**src/rtl/key_event.sv**
```systemverilog
// key_event: turns a debounced key level into press / release / long-press /
// auto-repeat pulses, a held level and a modulo-256 press counter.
// Every output is registered. The key level has no handshake: in_i is
// sampled on every rising clk edge, and each pulse output is valid for
// exactly the one cycle in which it is high.
module key_event #(
  parameter int LONG_CYCLES   = 8,
  parameter int REPEAT_CYCLES = 4,
  parameter int CNT_W         = 16
) (
  input  logic       clk,
  input  logic       rst,
  input  logic       in_i,
  input  logic       clr_i,
  output logic       press_o,
  output logic       release_o,
  output logic       long_press_o,
  output logic       rep_o,
  output logic       held_o,
  output logic [7:0] press_count_o,
  output logic [1:0] state_o
);

  typedef enum logic [1:0] {
    IDLE  = 2'd0,
    PRESS = 2'd1,
    HOLD  = 2'd2
  } state_e;

  // Terminal hold-counter values. Both fit in CNT_W because the legal
  // range of each parameter tops out at 2^CNT_W.
  localparam logic [CNT_W-1:0] LONG_LAST = CNT_W'(LONG_CYCLES - 1);
  localparam logic [CNT_W-1:0] REP_LAST  = CNT_W'(REPEAT_CYCLES - 1);

  state_e           state_q, state_d;
  logic [CNT_W-1:0] cnt_q, cnt_d;
  logic             press_q, press_d;
  logic             release_q, release_d;
  logic             long_q, long_d;
  logic             rep_q, rep_d;
  logic             held_q, held_d;
  logic [7:0]       count_q, count_d;

  // Next-state, hold-counter and pulse decode. A release is checked first
  // so that it takes priority over long_press or rep at the terminal count.
  always_comb begin
    state_d   = state_q;
    cnt_d     = cnt_q;
    press_d   = 1'b0;
    release_d = 1'b0;
    long_d    = 1'b0;
    rep_d     = 1'b0;
    case (state_q)
      IDLE: begin
        if (in_i) begin
          state_d = PRESS;
          cnt_d   = '0;
          press_d = 1'b1;
        end
      end
      PRESS: begin
        if (!in_i) begin
          state_d   = IDLE;
          cnt_d     = '0;
          release_d = 1'b1;
        end else if (cnt_q == LONG_LAST) begin
          state_d = HOLD;
          cnt_d   = '0;
          long_d  = 1'b1;
        end else begin
          cnt_d = cnt_q + 1'b1;
        end
      end
      HOLD: begin
        if (!in_i) begin
          state_d   = IDLE;
          cnt_d     = '0;
          release_d = 1'b1;
        end else if (cnt_q == REP_LAST) begin
          cnt_d = '0;
          rep_d = 1'b1;
        end else begin
          cnt_d = cnt_q + 1'b1;
        end
      end
      default: begin
        state_d = IDLE;
        cnt_d   = '0;
      end
    endcase
    held_d = (state_d != IDLE);
  end

  // Press counter: clr wins over the old value but still counts a press
  // landing on the same edge.
  always_comb begin
    count_d = count_q;
    if (clr_i) begin
      count_d = press_d ? 8'd1 : 8'd0;
    end else if (press_d) begin
      count_d = count_q + 8'd1;
    end
  end

  // State, counter and registered outputs; reset clears everything at once.
  always_ff @(posedge clk or posedge rst) begin
    if (rst) begin
      state_q   <= IDLE;
      cnt_q     <= '0;
      press_q   <= 1'b0;
      release_q <= 1'b0;
      long_q    <= 1'b0;
      rep_q     <= 1'b0;
      held_q    <= 1'b0;
      count_q   <= 8'd0;
    end else begin
      state_q   <= state_d;
      cnt_q     <= cnt_d;
      press_q   <= press_d;
      release_q <= release_d;
      long_q    <= long_d;
      rep_q     <= rep_d;
      held_q    <= held_d;
      count_q   <= count_d;
    end
  end

  assign press_o       = press_q;
  assign release_o     = release_q;
  assign long_press_o  = long_q;
  assign rep_o         = rep_q;
  assign held_o        = held_q;
  assign press_count_o = count_q;
  assign state_o       = state_q;

endmodule

```
**config.mk**
```make
export PLATFORM = sky130hd
export DESIGN_NAME = key_event
export DESIGN_NICKNAME = d
export VERILOG_FILES = /design/src/rtl/key_event.sv
export SDC_FILE = /design/constraint.sdc
export NUM_CORES = 1
export LEC_CHECK = 0
export CAP_MARGIN = 20
export CORE_AREA = 2 2 57 59
export CTS_BUF_LIST = sky130_fd_sc_hd__clkbuf_2 sky130_fd_sc_hd__clkbuf_4 sky130_fd_sc_hd__clkbuf_8
export CTS_CLUSTER_SIZE = 24
export DETAILED_ROUTE_END_ITERATION = 10
export DIE_AREA = 0 0 59 61
export HOLD_SLACK_MARGIN = 0.06
export PLACE_DENSITY = 0.91
export REMOVE_ABC_BUFFERS = 1
export SYNTH_ARGS = -nofsm -noshare
export SYNTH_HDL_FRONTEND = slang
export SYNTH_SLANG_ARGS = --single-unit
```
**constraint.sdc**
```tcl
create_clock -name clk -period 2.8 [get_ports clk]
set_clock_uncertainty 0.15 [all_clocks]
set_input_delay 0.42 -clock clk [delete_from_list [all_inputs] [get_ports clk]]
set_output_delay 0.42 -clock clk [all_outputs]
set_load 0.02 [all_outputs]
```
; ---- Yosys cells after proc, flatten, opt, wreduce, memory -nomap -nowiden
; Index checks and enable logic that the tools add are counted.
[word_totals]
n_memories = 0
inputBits = 4
ram_bits = 0
regBits = 31
out_inout_bits = 15
rom_bits = 0
latch_bits = 0
[op_classes]
reduce_logical = 4
n_shift = 0
div = 0
n_eq_ne = 5
bitwise = 0
n_mux = 24
n_mul = 0
add_sub_neg = 2
n_lt_le_gt_ge = 0
[ops]
columns = operator, n
row1 = 2-to-1 mux 16 bit, 5
row2 = case mux 16 bit (3 select lines), 1
row3 = adder 16 x 1 -> 16 bit (second input constant), 1
row4 = equality test 16 x 2 -> 1 bit (second input constant), 1
row5 = equality test 16 x 3 -> 1 bit (second input constant), 1
row6 = 2-to-1 mux 8 bit, 2
row7 = 2-to-1 mux 1 bit, 11
row8 = adder 8 x 1 -> 8 bit (second input constant), 1
row9 = 2-to-1 mux 2 bit, 4
row10 = case mux 2 bit (3 select lines), 1
row11 = nonzero test 2 bit, 2
row12 = equality test 2 x 1 -> 1 bit (second input constant), 1
row13 = equality test 2 bit (second input constant), 1
row14 = logical NOT 2 bit, 1
row15 = != test 2 bit (second input constant), 1
row16 = OR reduction 2 bit, 1

; ---- Depth between registers and ports, before layout
; Gate-level depths: netlist of run 1.
[depth]
ltp_word = 5
mapped_depth = 8
mapped_depth_nobuf = 7

; ---- Worst setup path before layout of run 1
; OpenSTA, ideal clock, no wires.
[synth_path]
path_kind = flip-flop to flip-flop
startpoint = register state_q[0], in the netlist state_o[0]
endpoint = register cnt_q[12]
setup_ps = 125
path_buffers = 1
arrival_time_ps = 1916
path_slack_ps = 609
path_stages_with_launch = 9
cell_sequence = dfrtp_1 inv_1 ha_1 nor2b_1 buf_2 or4b_4 nor3_2 xnor2_1 nor2_2
[synth_via]
elab_chain_len = 2
elab_cells_between_ends = 5
cone_classes = 3 x eq/ne / 1 x mux / 1 x reduce/logical
[synth_rtl]
columns = element, line_no
row1 = start: declaration, 35  ; state_e state_q, state_d;
row2 = start signal: assignment, 117  ; state_q <= state_d;
row3 = equality test 2 bit (tied with other cells), 53  ; case (state_q)
row4 = case mux 16 bit (3 select lines) / != test 2 bit (equally long branches), -
row5 = end signal: assignment, 118  ; cnt_q <= cnt_d;
row6 = end: declaration, 36  ; logic [CNT_W-1:0] cnt_q, cnt_d;
; Several ways; a longest one is shown, not always the timed one.
; A chain may end at the register's enable or synchronous reset.

; ---- Final worst setup path of run 1
; Same ends and word-level chain as after synthesis.

==> results by group, run 1 <==
Timing
  – Worst-Margin Slew: 751 ps
  – Final count of hold timing violations: 0
  – Slew Limit Fails: 0
  – Setup violators final: 0
  – Setup TNS: 0 ps
  – Fin crit period: 2220 ps
  – Slew headroom: 0.498
  – Worst setup margin: 576 ps
  – RSZ-0062 raised after global routing: false
  – Max Clk Rate: around 0.45 GHz
  – Fin crit share: 0.794
  – WHS: around 270 ps

Logic synthesis
  – Syn_area_per_cell: a little under 10 µm²
  – Async set-reset flop share out of synthesis: 1.00
  – Area contributors post-synth: dfrtp_1 47%, ha_1 4.5%, nor2_1 4.3%
  – Post-synth EDFFs: 0
  – Synth Flop Type: dfrtp_1
  – Synth area leader: dfrtp_1
  – FF+latch count, synth: 31
  – Synth Warn #: 0
  – Syn Std Cell Area: 0.00166 mm²
  – Cell variety after synth: 42
  – Mapped Cells: 167
  – Sequential fraction of the synthesis area: 0.468
  – Yosys top cell area share: 0.468

Detailed routing
  – Post-route ant nets: 0
  – Via Count: 1,297
  – Post-DR wirelength/cell: 14.9 µm
  – Final wirelength: 3310 µm
  – DRC: 0
  – DRT iter0 DRCs: 70
  – Drt pass-1 iters: 4
  – Vias per cell: 5.82

Setup path
  – Crit path DAT: 2300 ps
  – Slowest CP cell: or4b_4
  – Worst path max stage delay: around 580 ps
  – Number of buffers and inverters on the critical path: 1
  – Startpoint Class: flip-flop
  – Critical-path cell list: inv_1 -> ha_1 -> nor2b_1 -> or4b_4 -> nor3_2 -> xnor2_1 -> nor2_2
  – Critical Path End Type: flip-flop
  – Crit path kind: flip-flop to flip-flop
  – Max FO, Critical Path: 9
  – CP required: 2870 ps
  – Largest delay share family, worst path: simple AND/OR/NAND/NOR gates

Floorplan
  – Cell Rows: 20
  – Die Area: 0.00360 mm²
  – Die Y: 61 µm
  – Die width: slightly below 60 µm
  – Core area: around 0.003 mm²
  – Initial Util: 0.561
  – Io pins: 19

Clock tree
  – Clk sinks: 31
  – TritonCTS buffer count: 5
  – H-tree depth: 2
  – Clk pin slew, worst setup/hold paths: 110 ps
  – CTS root buf: clkbuf_4
  – Setup bufs post-CTS: 0
  – CTS Buffer Depth: 2
  – Resized cells post-CTS: 0
  – CTS tree: yes
  – Hold Buf Count CTS: 0
  – Skew-Pair Late Insertion Delay: 350 ps

GRT
  – Vias in the first global route: 1,191
  – Initial antenna violation count: 0
  – Global-route wire length before repair: 5380 µm
  – Gr ovfl total: 0
  – Global Route Usage Sum: 0.208
  – Pin count of the biggest net entering global routing: 32

Placement
  – Dpl ws: 505 ps
  – Cells after DPL: 215
  – IO Port Bufs: 18
  – Dpl hpwl: 2440 µm
  – Routability cong.: 0.852

Layout
  – Most frequent cells in the layout: 31 x dfrtp_1, 19 x nor2_1, 18 x clkdlybuf4s50_1
  – Fraction of layout instances using a drive strength above 1: 0.111
  – Most common cell after layout, fill and taps aside: dfrtp_1
  – Ant diodes: 0
  – Post-Layout Cell Count: 223
  – Filler cells: roughly 240
  – Multi-input logic area: 835 µm²
  – Area delta synth->final: 16.3%
  – Nets: just under 200
  – FF/Latch Area: 776 µm²

Power and ir drop
  – Pint: approximately 0.72 mW
  – Logic pwr share: 0.303
  – Lkg Pwr: 0.819 nW
  – Clock power share: 0.233
  – Worst VDD drop: 248 µV
  – Power density cells: 582 mW/mm²
  – Seq pwr share: 0.464
  – Sw power: 0.398 mW
  – Net Sw Frac: 0.355

Status
  – Status: finished clean

Run
  – Max Cap Viol: 0

Hold path
  – Hold Path Class: primary input to asynchronous set/reset pin
flip-flops by register name (all words and copies together) (netlist names):
signal         cells
release_o          1
long_press_o       1
press_o            1
cnt_q             16
rep_o              1
state_o            2
held_o             1
press_count_o      8
cell families after synthesis:
logic type      share of synthesized area
flops                               0.468
fa+ha+maj                          0.0453
buf+inv                            0.0279
compound gates                     0.0944
mux                               0.00604
simple gates                        0.284
xor+xnor                           0.0740
per-stage QoR:
| step | area, µm² | util | power [mW] |
|---|---|---|---|
| global placement | 1870 | 0.633 | 0.851 |
| finish | 1930 | 0.653 | 1.12 |
| global route | 1930 | 0.653 | 1.18 |
| floorplan | 1630 | - | 0.739 |
| CTS | 1930 | 0.653 | 1.13 |
| detailed placement | 1870 | 0.633 | 0.869 |
per-layer routing:
metal / GRT usage / share of wire / vias up / wire (µm)
met5: 0 / 0 / - / 0
met4: 0.0877 / 0.020 / 0 / 65
met3: 0.0789 / 0.046 / 7 / 152
met2: 0.337 / 0.49 / 36 / 1610
met1: 0.249 / 0.45 / 626 / 1490
li1: - / - / 628 / -
power groups by stage:
stage	Sequential (mW)	Combinational, mW	Clock (mW)
2_1_floorplan	0.566	0.173	0
3_3_place_gp	0.525	0.326	0
3_5_place_dp	0.530	0.340	0
4_1_cts	0.521	0.341	0.267
5_1_grt	0.525	0.374	0.283
6_report	0.520	0.340	0.262
area by class of cell:
class	instances	area share
timing repair buffer	20	0.101
inverter	6	0.0117
multi-input combinational	125	0.433
sequential	31	0.403
clock buffer	5	0.0195
clock inverter	3	0.0104
tap	33	0.0214
path summary, 6_finish.rpt:
check / slack, ps / start / endpoint / depth (start not counted)
setup / recovery: 580 / state_o[0] / cnt_q[12] / 7
hold / removal: 270 / rst / cnt_q[8] / 3
setup reg to reg: 580 / state_o[0] / cnt_q[12] / 7
hold reg to reg: 400 / press_count_o[7] / press_count_o[7] / 2
max in group asynchronous: 1940 / rst / cnt_q[4] / 3
min in group clk: 400 / press_count_o[7] / press_count_o[7] / 2
tightest hold or removal path, stage by stage:
cell             delay [ps]
clkdlybuf4s50_1         390
inv_1                    50
buf_4                   340
cells in the mapped netlist, types with 2 or more instances:
cell,number
or3_1,2
nor3_1,4
and4_1,3
dfrtp_1,31
and3_1,2
nor4_2,3
buf_2,3
nor2_1,19
nor2b_1,3
nand3_1,12
nand2b_1,3
nand4_1,4
xor2_1,7
nor2_2,2
and2_1,2
o21ai_1,3
a21oi_1,2
xnor2_1,7
a22o_1,3
inv_1,6
o21ai_0,5
ha_1,6
nand2_1,16
Power figures use the tool's default switching activity.
==> run 2: changes to the inputs <==
==> constraint.sdc (replaced) <==
create_clock -name clk -period 2.14 [get_ports clk]
set_clock_uncertainty 0.15 [all_clocks]
set_input_delay 0.321 -clock clk [delete_from_list [all_inputs] [get_ports clk]]
set_output_delay 0.321 -clock clk [all_outputs]
set_load 0.02 [all_outputs]
==> results by group, run 2 (synthesis gave the netlist of run 1 again) <==
Floorplan
  – Cell Rows: 20
  – Io pins: 19
  – Initial Util: 0.561
  – Die width: 59 µm
  – Die Area: roughly 0.0036 mm²
  – Core area: a little under 0.003 mm²
  – Die Y: 61 µm

Power and ir drop
  – Net Sw Frac: 0.336
  – Clock power share: 0.224
  – Logic pwr share: 0.334
  – Pint: slightly above 1 mW
  – Seq pwr share: 0.442
  – Sw power: a little over 0.5 mW
  – Power density cells: 768 mW/mm²
  – Worst VDD drop: 317 µV
  – Lkg Pwr: 0.854 nW

GRT
  – Global-route wire length before repair: 5580 µm
  – Met3 global-route usage: 0.0640
  – Met2 Use GR: 0.362
  – Layer with the highest usage: met2
  – Met1 Usage GRT: 0.241
  – Vias in the first global route: 1,290
  – Global Route Usage Sum: 0.210
  – Gr ovfl total: 0
  – Initial antenna violation count: 0
  – Pin count of the biggest net entering global routing: 32

Timing
  – Slew headroom: 0.732
  – Slew Limit Fails: 0
  – Fin crit share: 0.961
  – Final count of hold timing violations: 0
  – Setup violators final: 0
  – Worst-Margin Slew: 402 ps
  – RSZ-0062 raised after global routing: false
  – Fin crit period: about 2000 ps
  – Max Clk Rate: 0.486 GHz
  – Worst setup margin: about 84 ps
  – WHS: 210 ps

Setup path
  – CP required: 2210 ps
  – Startpoint Class: flip-flop
  – Max FO, Critical Path: 4
  – Critical Path End Type: flip-flop
  – Crit path kind: flip-flop to flip-flop
  – Crit path DAT: 2130 ps

Layout
  – Nets: 204
  – Top reg by flops: cnt_q
  – Most frequent cells in the layout: 31 x dfrtp_1, 18 x nor2_1, 18 x clkdlybuf4s50_1
  – Filler cells: approximately 220
  – Fraction of layout instances using a drive strength above 1: 0.134
  – Multi-input logic area: roughly 850 µm²
  – Area delta synth->final: 19.4%
  – FF/Latch Area: around 780 µm²
  – Most common cell after layout, fill and taps aside: dfrtp_1
  – Ant diodes: 0
  – Max reg flops: 16
  – Design area: between 0.0015 and 0.002 mm²

Clock tree
  – Skew-Pair Late Insertion Delay: 330 ps
  – CTS root buf: clkbuf_4
  – CTS tree: yes
  – Hold Buf Count CTS: 0
  – Clk pin slew, worst setup/hold paths: 90 ps
  – H-tree depth: 2
  – CTS Buffer Depth: 2
  – Clk sinks: 31
  – TritonCTS buffer count: 5

Detailed routing
  – Drt pass-1 iters: 4
  – Vias per cell: 5.94
  – DRC: 0
  – Final wirelength: 3420 µm
  – Via Count: 1,349
  – Post-DR wirelength/cell: roughly 15 µm
  – DRT iter0 DRCs: 51
  – Post-route ant nets: 0

Status
  – Status: finished clean

Hold path
  – Hold Path Class: primary input to asynchronous set/reset pin

Placement
  – Dpl ws: 60.9 ps
  – Dpl cell area: approximately 0.0019 mm²
  – Routability cong.: 0.921
  – Dpl hpwl: about 2500 µm
  – IO Port Bufs: 18

Run
  – Max Cap Viol: 0
[run 2: changes by cell type in the layout (fill, tap and decap cells not counted), sizes merged]
cell      before  now
clkinvlp       2    0
buf            2    7
clkbuf         5    6
[run 2: final timing paths]
| kind | cells past startpoint | startpoint | to | slack (ps) |
|---|---|---|---|---|
| hold / removal | 3 | rst | cnt_q[8] | 210 |
| setup reg to reg | 7 | state_o[1] | cnt_q[12] | 80 |
| min in group clk | 2 | cnt_q[15] | cnt_q[15] | 390 |
| max in group asynchronous | 3 | rst | state_o[1] | 1340 |
| hold reg to reg | 2 | cnt_q[15] | cnt_q[15] | 390 |
| setup / recovery | 7 | state_o[1] | cnt_q[12] | 80 |
[run 2: metrics by stage]
step / util / total power [mW] / cells / TNS (ps)
floorplan: - / 0.967 / 162 / -1.80
global placement: 0.646 / 1.15 / 220 / 0
detailed placement: 0.646 / 1.18 / 220 / 0
CTS: 0.665 / 1.52 / 227 / 0
global route: 0.670 / 1.60 / 227 / 0
finish: 0.670 / 1.52 / 227 / 0
[run 2: worst max-delay path, cell delays in order, from the launching register on]
cell	delay [ps]
dfrtp_1	390
inv_1	100
ha_1	230
nor2b_1	210
or4b_4	550
nor3_2	140
xnor2_1	150
nor2_2	40
[run 2: area by class of cell]
cell class,count,area share
Timing Repair Buffer,25,0.118
Clock buffer,6,0.0259
Multi-Input combinational cell,125,0.429
Clock inverter,1,0.00253
Sequential cell,31,0.392
Inverter,6,0.0114
Tap cell,33,0.0209
[run 2: per-layer routing]
| metal | wire (µm) | share of wire | vias up |
|---|---|---|---|
| met5 | 0 | 0 | - |
| met4 | 48 | 0.014 | 0 |
| met3 | 145 | 0.042 | 7 |
| met2 | 1740 | 0.51 | 38 |
| met1 | 1490 | 0.43 | 663 |
| li1 | - | - | 641 |
[run 2: repair_timing]
item	in CTS	in global routing
setup buffers	0	0
resized for setup	0	3
setup endpoints to repair	0	4
[run 2: power groups by stage]
stage / clock network (mW) / logic (mW) / registers (mW)
2_1_floorplan: 0 / 0.227 / 0.741
3_3_place_gp: 0 / 0.471 / 0.680
3_5_place_dp: 0 / 0.492 / 0.684
4_1_cts: 0.349 / 0.496 / 0.672
5_1_grt: 0.371 / 0.550 / 0.679
6_report: 0.340 / 0.508 / 0.671
==> run 3: changes to the inputs <==
--- a/config.mk
+++ b/config.mk
@@ -14,6 +14,7 @@
 export HOLD_SLACK_MARGIN = 0.06
 export PLACE_DENSITY = 0.91
 export REMOVE_ABC_BUFFERS = 1
+export SKIP_LAST_GASP = 1
 export SYNTH_ARGS = -nofsm -noshare
 export SYNTH_HDL_FRONTEND = slang
 export SYNTH_SLANG_ARGS = --single-unit
==> results by group, run 3 (synthesis gave the netlist of run 1 again) <==
Run
  – Max Cap Viol: 0

Floorplan
  – Die width: 59 µm
  – Io pins: 19
  – Cell Rows: 20
  – Core area: 0.00295 mm²
  – Initial Util: 0.561
  – Die Area: 0.00360 mm²
  – Die Y: 61 µm

GRT
  – Vias in the first global route: 1,290
  – Global-route wire length before repair: roughly 5600 µm
  – Global Route Usage Sum: 0.210
  – Pin count of the biggest net entering global routing: 32
  – Initial antenna violation count: 0
  – Gr ovfl total: 0

Detailed routing
  – DRC: 0
  – DRT iter0 DRCs: 105
  – Via Count: roughly 1,400
  – Drt pass-1 iters: 4
  – Post-route ant nets: 0
  – Post-DR wirelength/cell: 14.9 µm
  – Final wirelength: 3380 µm
  – Vias per cell: ~6

Setup path
  – Worst path max stage delay: 540 ps
  – Reg2reg start: state_o[1]
  – CP required: 2210 ps
  – Crit path kind: flip-flop to flip-flop
  – Startpoint Class: flip-flop
  – Slowest CP cell: or4b_4
  – Critical-path cell list: inv_1 -> ha_1 -> nor2b_1 -> or4b_4 -> nor3_2 -> xnor2_1 -> nor2_2
  – Number of buffers and inverters on the critical path: 1
  – Crit path from: state_o[1]
  – Max FO, Critical Path: 4
  – Critical Path End Type: flip-flop
  – Largest delay share family, worst path: simple AND/OR/NAND/NOR gates
  – Crit path DAT: 2120 ps

Layout
  – Most common cell after layout, fill and taps aside: dfrtp_1
  – Ant diodes: 0
  – Fraction of layout instances using a drive strength above 1: 0.134
  – Design area: 0.00197 mm²
  – Most frequent cells in the layout: 31 x dfrtp_1, 18 x nor2_1, 18 x clkdlybuf4s50_1
  – Top reg by flops: cnt_q
  – Area delta synth->final: 19.0%
  – Filler cells: 220
  – Final Util: 0.667
  – Max reg flops: 16
  – Nets: between 200 and 250

Placement
  – Routability cong.: ~0.92
  – Dpl hpwl: 2460 µm
  – Dpl cell area: ~0.0019 mm²
  – IO Port Bufs: 18

Clock tree
  – Resized cells post-CTS: 0
  – CTS tree: yes
  – H-tree depth: 2
  – Hold Buf Count CTS: 0
  – Clk pin slew, worst setup/hold paths: 90 ps
  – CTS Buffer Depth: 2
  – Clk sinks: 31
  – CTS root buf: clkbuf_4
  – TritonCTS buffer count: 5
  – Setup bufs post-CTS: 0
  – Skew-Pair Late Insertion Delay: ~330 ps

Power and ir drop
  – Sw power: 0.505 mW
  – Seq pwr share: 0.444
  – Lkg Pwr: roughly 0.85 nW
  – Worst VDD drop: 316 µV
  – Clock power share: 0.223
  – Power density cells: 767 mW/mm²
  – Logic pwr share: 0.333
  – Net Sw Frac: 0.334
  – Pint: 1.01 mW

Timing
  – Setup violators final: 0
  – Max Clk Rate: just under 0.5 GHz
  – Slew Limit Fails: 0
  – Worst-Margin Slew: 390 ps
  – Slew headroom: 0.740
  – Final count of hold timing violations: 0
  – Fin crit period: 2040 ps
  – Fin crit share: 0.955
  – RSZ-0062 raised after global routing: true

Status
  – Status: finished clean

Hold path
  – Hold Path Class: primary input to asynchronous set/reset pin
run 3: layer usage:
layer | up-vias | part of all wire | track usage
met5 | - | 0 | 0
met1 | 667 | 0.42 | 0.241
li1 | 641 | - | -
met3 | 9 | 0.046 | 0.0640
met2 | 48 | 0.51 | 0.362
met4 | 0 | 0.020 | 0.0942
run 3: area by class of cell:
cell class / instances / area [µm²] / share of cell area
multi-input combinational: 125 / 842 / 0.427
clock inverter: 1 / 5.00 / 0.00254
clock buffer: 6 / 51.3 / 0.0260
tap: 33 / 41.3 / 0.0210
timing repair buffer: 25 / 233 / 0.118
inverter: 6 / 22.5 / 0.0114
sequential: 31 / 776 / 0.394
run 3: tightest hold or removal path: stages:
cell             delay, ps
clkdlybuf4s50_1        390
inv_1                   50
buf_4                  350
run 3: path summary, 6_finish.rpt:
check                            endpoint  slack (ps)  depth (start not counted)
worst max-delay path            cnt_q[12]         100                          7
worst min-delay path             cnt_q[8]         210                          3
worst max register to register  cnt_q[12]         100                          7
worst min register to register  cnt_q[15]         380                          2
max in group asynchronous        cnt_q[5]        1340                          3
min in group clk                cnt_q[15]         380                          2
run 3: metrics by stage:
stage | power [mW] | std cells | hold slack (ps) | TNS [ps] | worst slack [ps]
5_1_grt | 1.60 | 227 | 239 | -6.51 | -6.51
3_5_place_dp | 1.18 | 220 | 363 | 0 | 60.9
3_3_place_gp | 1.15 | 220 | 359 | 0 | 106
6_report | 1.51 | 227 | 210 | 0 | 97.1
2_1_floorplan | 0.967 | 162 | 237 | -1.80 | -1.80
4_1_cts | 1.52 | 227 | 213 | 0 | 104
run 3: power groups by stage:
stage               clock network, mW  registers, mW  logic [mW]
floorplan                           0          0.741       0.227
global placement                    0          0.680       0.471
detailed placement                  0          0.684       0.492
CTS                             0.349          0.672       0.496
global route                    0.372          0.679       0.546
finish                          0.337          0.671       0.503
